$ cat src/rtl/neuron_mac_q8_8.sv
// neuron_mac_q8_8 -- single-neuron Q8.8 multiply-accumulate with saturating output.
//
// Evaluates y = sat16(round_or_trunc((bias<<8 + sum_{i<N_INPUTS} x_i*w_i) >>> 8)).
// Sequence: IDLE -> ACCUM (N_INPUTS handshaked beats) -> FINAL (1 cycle) -> OUT.
//
// Ports:
//   clk        rising-edge clock
//   rst_n      asynchronous active-low reset
//   start      begin evaluation (IDLE only); bias sampled on the same edge
//   bias       signed Q8.8 bias
//   in_valid   x/w pair valid
//   in_ready   block accepts x/w pair (high in ACCUM)
//   x, w       signed Q8.8 activation / weight
//   out_valid  y valid (high in OUT)
//   out_ready  downstream accepts y
//   y          signed Q8.8 pre-activation result
//   ovf        y was saturated; qualified by out_valid
//   busy       state is not IDLE
//
// Build option: define NEURON_MAC_ROUND_EN for round-half-up in FINAL;
// otherwise the result is truncated toward -inf.
module neuron_mac_q8_8 #(
  parameter int unsigned N_INPUTS = 16,
  parameter int unsigned ACC_W    = 44
) (
  input  logic        clk,
  input  logic        rst_n,
  input  logic        start,
  input  logic [15:0] bias,
  input  logic        in_valid,
  output logic        in_ready,
  input  logic [15:0] x,
  input  logic [15:0] w,
  output logic        out_valid,
  input  logic        out_ready,
  output logic [15:0] y,
  output logic        ovf,
  output logic        busy
);

  localparam int unsigned CNT_W = $clog2(N_INPUTS + 1);
  localparam logic [CNT_W-1:0] LAST_BEAT = CNT_W'(N_INPUTS - 1);

  typedef enum logic [1:0] {
    IDLE  = 2'd0,
    ACCUM = 2'd1,
    FINAL = 2'd2,
    OUT   = 2'd3
  } state_t;

  state_t                    state_q, state_d;
  logic signed [ACC_W-1:0]   acc_q, acc_d;
  logic [CNT_W-1:0]          cnt_q, cnt_d;
  logic [15:0]               y_q, y_d;
  logic                      ovf_q, ovf_d;

  logic signed [31:0]        prod;
  logic signed [ACC_W-1:0]   prod_ext;
  logic signed [ACC_W-1:0]   bias_ext;
  logic signed [ACC_W-1:0]   acc_rnd;
  logic signed [ACC_W-1:0]   r_full;
  logic                      r_fits;
  logic                      beat;

  assign prod     = $signed(x) * $signed(w);
  assign prod_ext = {{(ACC_W-32){prod[31]}}, prod};
  assign bias_ext = {{(ACC_W-16){bias[15]}}, bias} <<< 8;

`ifdef NEURON_MAC_ROUND_EN
  assign acc_rnd = acc_q + ACC_W'(128);
`else
  assign acc_rnd = acc_q;
`endif

  assign r_full = acc_rnd >>> 8;
  // r fits in 16 bits exactly when bits [ACC_W-1:15] are all copies of the sign.
  assign r_fits = (&r_full[ACC_W-1:15]) | ~(|r_full[ACC_W-1:15]);

  assign in_ready  = (state_q == ACCUM);
  assign out_valid = (state_q == OUT);
  assign busy      = (state_q != IDLE);
  assign y         = y_q;
  assign ovf       = ovf_q;
  assign beat      = in_valid & in_ready;

  always_comb begin
    state_d = state_q;
    acc_d   = acc_q;
    cnt_d   = cnt_q;
    y_d     = y_q;
    ovf_d   = ovf_q;
    unique case (state_q)
      IDLE: begin
        if (start) begin
          acc_d   = bias_ext;
          cnt_d   = '0;
          state_d = ACCUM;
        end
      end
      ACCUM: begin
        if (beat) begin
          acc_d = acc_q + prod_ext;
          cnt_d = cnt_q + 1'b1;
          if (cnt_q == LAST_BEAT) state_d = FINAL;
        end
      end
      FINAL: begin
        ovf_d   = ~r_fits;
        y_d     = r_fits ? r_full[15:0] : (r_full[ACC_W-1] ? 16'h8000 : 16'h7FFF);
        state_d = OUT;
      end
      OUT: begin
        // A start coinciding with the handshake is dropped: only IDLE honours start.
        if (out_ready) state_d = IDLE;
      end
      default: state_d = IDLE;
    endcase
  end

  always_ff @(posedge clk or negedge rst_n) begin
    if (!rst_n) begin
      state_q <= IDLE;
      acc_q   <= '0;
      cnt_q   <= '0;
      y_q     <= '0;
      ovf_q   <= 1'b0;
    end else begin
      state_q <= state_d;
      acc_q   <= acc_d;
      cnt_q   <= cnt_d;
      y_q     <= y_d;
      ovf_q   <= ovf_d;
    end
  end

endmodule

$ cat config.mk
export PLATFORM = sky130hd
export DESIGN_NAME = neuron_mac_q8_8
export DESIGN_NICKNAME = d
export VERILOG_FILES = /design/src/rtl/neuron_mac_q8_8.sv
export SDC_FILE = /design/constraint.sdc
export NUM_CORES = 1
export LEC_CHECK = 0
export BUFFER_PORTS_ARGS = -buffer_cell sky130_fd_sc_hd__buf_2
export CAP_MARGIN = 20
export CORE_MARGIN = 4
export CORE_UTILIZATION = 35
export CTS_CLUSTER_SIZE = 30
export DETAILED_ROUTE_END_ITERATION = 8
export PLACE_DENSITY_LB_ADDON = 0.15
export SYNTH_ARGS = -nofsm -noshare
export SYNTH_HDL_FRONTEND = slang
export SYNTH_SLANG_ARGS = --single-unit
export TNS_END_PERCENT = 10
$ cat constraint.sdc
create_clock -name clk -period 8.35 [get_ports clk]
set_clock_uncertainty 0.05 [all_clocks]
set_input_delay 0 -clock clk [delete_from_list [all_inputs] [get_ports clk]]
set_output_delay 0 -clock clk [all_outputs]
set_load 0.005 [all_outputs]
==> impl_metrics.sql <==
INSERT INTO impl_metrics (metric_group, metric, value, unit) VALUES
('status', 'outcome', 'completed', ''),
('global_route', 'globalRouteTotalUtil', '17.57', '%'),
('synthesis', 'syn-mean-instance-area', '9.361', 'um^2'),
('clock_tree', 'clock_h_tree_levels', '3', ''),
('worst_setup_path', 'worst_ep_required_time', '8.49', 'ns'),
('worst_setup_path', 'cpMostUsedCell', 'sky130_fd_sc_hd__fa_1', ''),
('global_route', 'antenna_found_initial', '0', ''),
('sta', 'fin_setup_tns', '0', 'ns'),
('global_route', 'grt_pass1_vias', '12479', ''),
('synthesis', 'ys_warn_count', '0', ''),
('sta', 'setup_violations', '0', ''),
('worst_hold_path', 'min-delay-path-class', 'in2reg', ''),
('sta', 'grt_setup_unrepaired', 'false', ''),
('detailed_routing', 'avgViaCountPerCell', '4.778', ''),
('detailed_routing', 'wire_length_per_cell', '17.60', 'um'),
('worst_setup_path', 'critPathMaxFanout', '16', ''),
('sta', 'clock.fmax', '0.1476', 'GHz'),
('clock_tree', 'path_clk_slew', '0.05', 'ns'),
('detailed_routing', 'drt-initial-drc-count', '526', ''),
('die', 'initial_core_util', '35.35', '%'),
('sta', 'report.final.slew_viol_count', '0', ''),
('synthesis', 'seq_area_frac_synth', '10.63', '%'),
('worst_setup_path', 'timing.rr.end', 'acc_q[30]', ''),
('worst_setup_path', 'timing.critical_path.cells', 'buf_2 -> nand2_1 -> inv_1 -> fa_1 -> inv_1 -> fa_1 -> fa_1 -> fa_1 -> inv_1 -> fa_1 -> inv_1 -> fa_1 -> inv_1 -> ha_1 -> a21o_1 -> o21ai_0 -> a21boi_0 -> o21ai_0 -> a21boi_0 -> nor2b_1 -> o21ai_0 -> o31ai_1 -> a221oi_1 -> o211ai_1', ''),
('final_layout', 'drive_gt1_share', '6.754', '%'),
('detailed_routing', 'routed_wl', '41.57', 'mm'),
('die', 'die-width', '221.9', 'um'),
('synthesis', 'synth-seq-cells', '68', ''),
('placed_design', 'gp_congestion', '0.8091', ''),
('die', 'dieHeight', '221.9', 'um'),
('synthesis', 'count_of_flip_flops_with_a_built_in_enable_after_synthesis', '0', ''),
('final_layout', 'num-nets-final', '2287', ''),
('synthesis', 'post_synthesis_cell_area', '16010', 'um^2'),
('final_layout', 'n_diodes', '0', ''),
('synthesis', 'mappedNetlistNets', '2239', ''),
('worst_setup_path', 'timing.rr.start', 'acc_q[15]', ''),
('detailed_routing', 'drt_drc_violations_left', '0', ''),
('worst_setup_path', 'count_of_cells_along_the_worst_register_to_register_path', '19', ''),
('synthesis', 'synth_top_area_cell', 'sky130_fd_sc_hd__fa_1', ''),
('clock_tree', 'cts.sinks', '68', ''),
('detailed_routing', 'first_pass_iters', '5', ''),
('sta', 'layout_worst_path_cycle_share', '81.15', '%'),
('final_layout', 'areaGrowthSynthToFinish', '8.504', '%'),
('placed_design', 'hpwlAfterDp', '35.49', 'mm'),
('placed_design', 'io_buffer_count', '72', ''),
('sta', 'final_number_of_hold_violating_endpoints', '0', ''),
('die', 'placement_rows', '78', ''),
('worst_setup_path', 'timing.critical_path.slowest_stage_cell', 'sky130_fd_sc_hd__fa_1', ''),
('global_route', 'grt_max_degree', '69', ''),
('worst_hold_path', 'hold_depth', '4', ''),
('worst_setup_path', 'max_stage_delay', '0.89', 'ns'),
('global_route', 'global_route_wire_length_before_repair', '70.10', 'mm'),
('synthesis', 'postSynth.asyncResetShare', '100.0', '%'),
('sta', 'worst-slew-pin-transition', '0.9676', 'ns'),
('worst_hold_path', 'hold_end', 'state_q[0]', ''),
('sta', 'timing.final.crit_period', '6.776', 'ns'),
('clock_tree', 'cts_tree', 'yes', ''),
('synthesis', 'synth.lib_cells_used.distinct', '60', ''),
('synthesis', 'synth_top_area_share', '43.27', '%'),
('job', 'max-cap-violations', '0', ''),
('global_route', 'grt.overflow.total', '0', ''),
('detailed_routing', 'ant_nets', '0', ''),
('worst_hold_path', 'timing.hold.worst.start', 'out_ready', ''),
('synthesis', 'yosys-top-cells-area', 'sky130_fd_sc_hd__fa_1, sky130_fd_sc_hd__dfrtp_1, sky130_fd_sc_hd__inv_1', ''),
('worst_setup_path', 'worstPathArrival', '6.92', 'ns'),
('clock_tree', 'clock_latency', '0.32', 'ns'),
('clock_tree', 'cts_bufs_inserted', '9', ''),
('sta', 'slew_hr', '35.49', '%'),
('worst_setup_path', 'timing.setup.critical_path_class', 'in2reg', ''),
('worst_setup_path', 'start_kind', 'input pin', ''),
('clock_tree', 'cts_buffer_depth', '2', '');
critical path: cells and delay by family:
family,cells,cell delay (ns)
buffers and inverters,6,0.76
and+or+nand+nor,2,0.35
adders and majority gates,7,4.29
AOI/OAI and AO/OA,9,1.48
cells by family after synthesis:
kind of cell,count (synthesis),synth area share (%)
compound gates,221,8.778
simple gates,397,12.29
fa+ha+maj,476,53.43
flops,68,10.63
buf+inv,492,11.63
mux,12,0.8285
xor+xnor,44,2.407
area by class of cell:
class	instances	area (um^2)	share of cell area, %
Clock buffer	13	260.3	1.498
Inverter	434	1629	9.379
Timing Repair Buffer	95	573.1	3.299
Clock inverter	2	10.01	0.05763
Multi-Input combinational cell	1150	12440	71.65
Tap cell	600	750.7	4.322
Sequential cell	68	1702	9.797
timing repair:
item / in CTS / in global routing
gates resized for setup: 0 / 0
hold buffers: 16 / 0
hold endpoints to repair: 83 / 0
sequential cells by signal (all words and copies together), names as in the netlist:
register,count
ovf,1
state_q,2
acc_q,44
y,16
cnt_q,5
cell usage in the layout (no fill, tap or decap), types with 14 or more instances in the layout:
master,n
sky130_fd_sc_hd__inv_1,434
sky130_fd_sc_hd__dlygate4sd3_1,16
sky130_fd_sc_hd__a22oi_1,15
sky130_fd_sc_hd__ha_1,130
sky130_fd_sc_hd__a21o_1,14
sky130_fd_sc_hd__xor2_1,17
sky130_fd_sc_hd__o21ai_0,57
sky130_fd_sc_hd__fa_1,346
sky130_fd_sc_hd__dfrtp_1,68
sky130_fd_sc_hd__buf_2,72
sky130_fd_sc_hd__xnor2_1,27
sky130_fd_sc_hd__and2_1,127
sky130_fd_sc_hd__a21oi_1,77
sky130_fd_sc_hd__nor2_1,47
sky130_fd_sc_hd__nand2_1,156
per-layer routing:
| metal | up-vias | track usage (%) | part of all wire [%] |
|---|---|---|---|
| li1 | 5259 | - | - |
| met1 | 5847 | 26.23 | 49 |
| met2 | 154 | 29.03 | 48 |
| met3 | 25 | 1.165 | 2.6 |
| met4 | 0 | 2.461 | 0.99 |
| met5 | - | 0 | 0 |
cells in the mapped netlist, types with 4 or more instances:
cell and n:
sky130_fd_sc_hd__nor4_1 6, sky130_fd_sc_hd__nor3_1 9, sky130_fd_sc_hd__nand2_1 156, sky130_fd_sc_hd__a21oi_1 77, sky130_fd_sc_hd__nand3_1 13, sky130_fd_sc_hd__xor2_1 17, sky130_fd_sc_hd__mux2_2 10, sky130_fd_sc_hd__o21ai_0 57
sky130_fd_sc_hd__nand4_1 12, sky130_fd_sc_hd__nor2b_1 4, sky130_fd_sc_hd__dfrtp_1 68, sky130_fd_sc_hd__nor2_1 47, sky130_fd_sc_hd__a22oi_1 15, sky130_fd_sc_hd__ha_1 130, sky130_fd_sc_hd__o21ai_1 11, sky130_fd_sc_hd__buf_2 6
sky130_fd_sc_hd__nand2b_1 8, sky130_fd_sc_hd__fa_1 346, sky130_fd_sc_hd__a31oi_1 4, sky130_fd_sc_hd__clkbuf_1 48, sky130_fd_sc_hd__inv_1 434, sky130_fd_sc_hd__xnor2_1 27, sky130_fd_sc_hd__and2_1 127, sky130_fd_sc_hd__a22o_1 6
sky130_fd_sc_hd__a21o_1 14, sky130_fd_sc_hd__and3_1 4
worst max-delay path by stage:
stage               start   endpoint  slack, ns  cells after the start
finish               w[1]  acc_q[43]       1.57                     24
global route         w[1]  acc_q[43]       0.99                     24
CTS                 x[15]  acc_q[43]       1.53                     24
detailed placement  x[15]  acc_q[43]       1.20                     24
global placement    x[15]  acc_q[43]       1.38                     24
floorplan           x[15]  acc_q[43]       2.01                     24
per-stage QoR:
step / cell area, um^2 / utilization (%) / hold WS, ns / worst slack, ns
after floorplan: 16010 / - / -0.3456 / 2.015
after global placement: 16930 / 37.39 / 0.2121 / 1.376
after detailed placement: 16930 / 37.39 / 0.2211 / 1.203
after CTS: 17360 / 38.34 / 0.05857 / 1.526
after global routing: 17370 / 38.36 / 0.08927 / 0.9885
final: 17370 / 38.36 / 0.06441 / 1.574
Power is left out: the tool's default activity adds up to more than one toggle a clock period on the data nets, which glitch-free logic cannot reach.
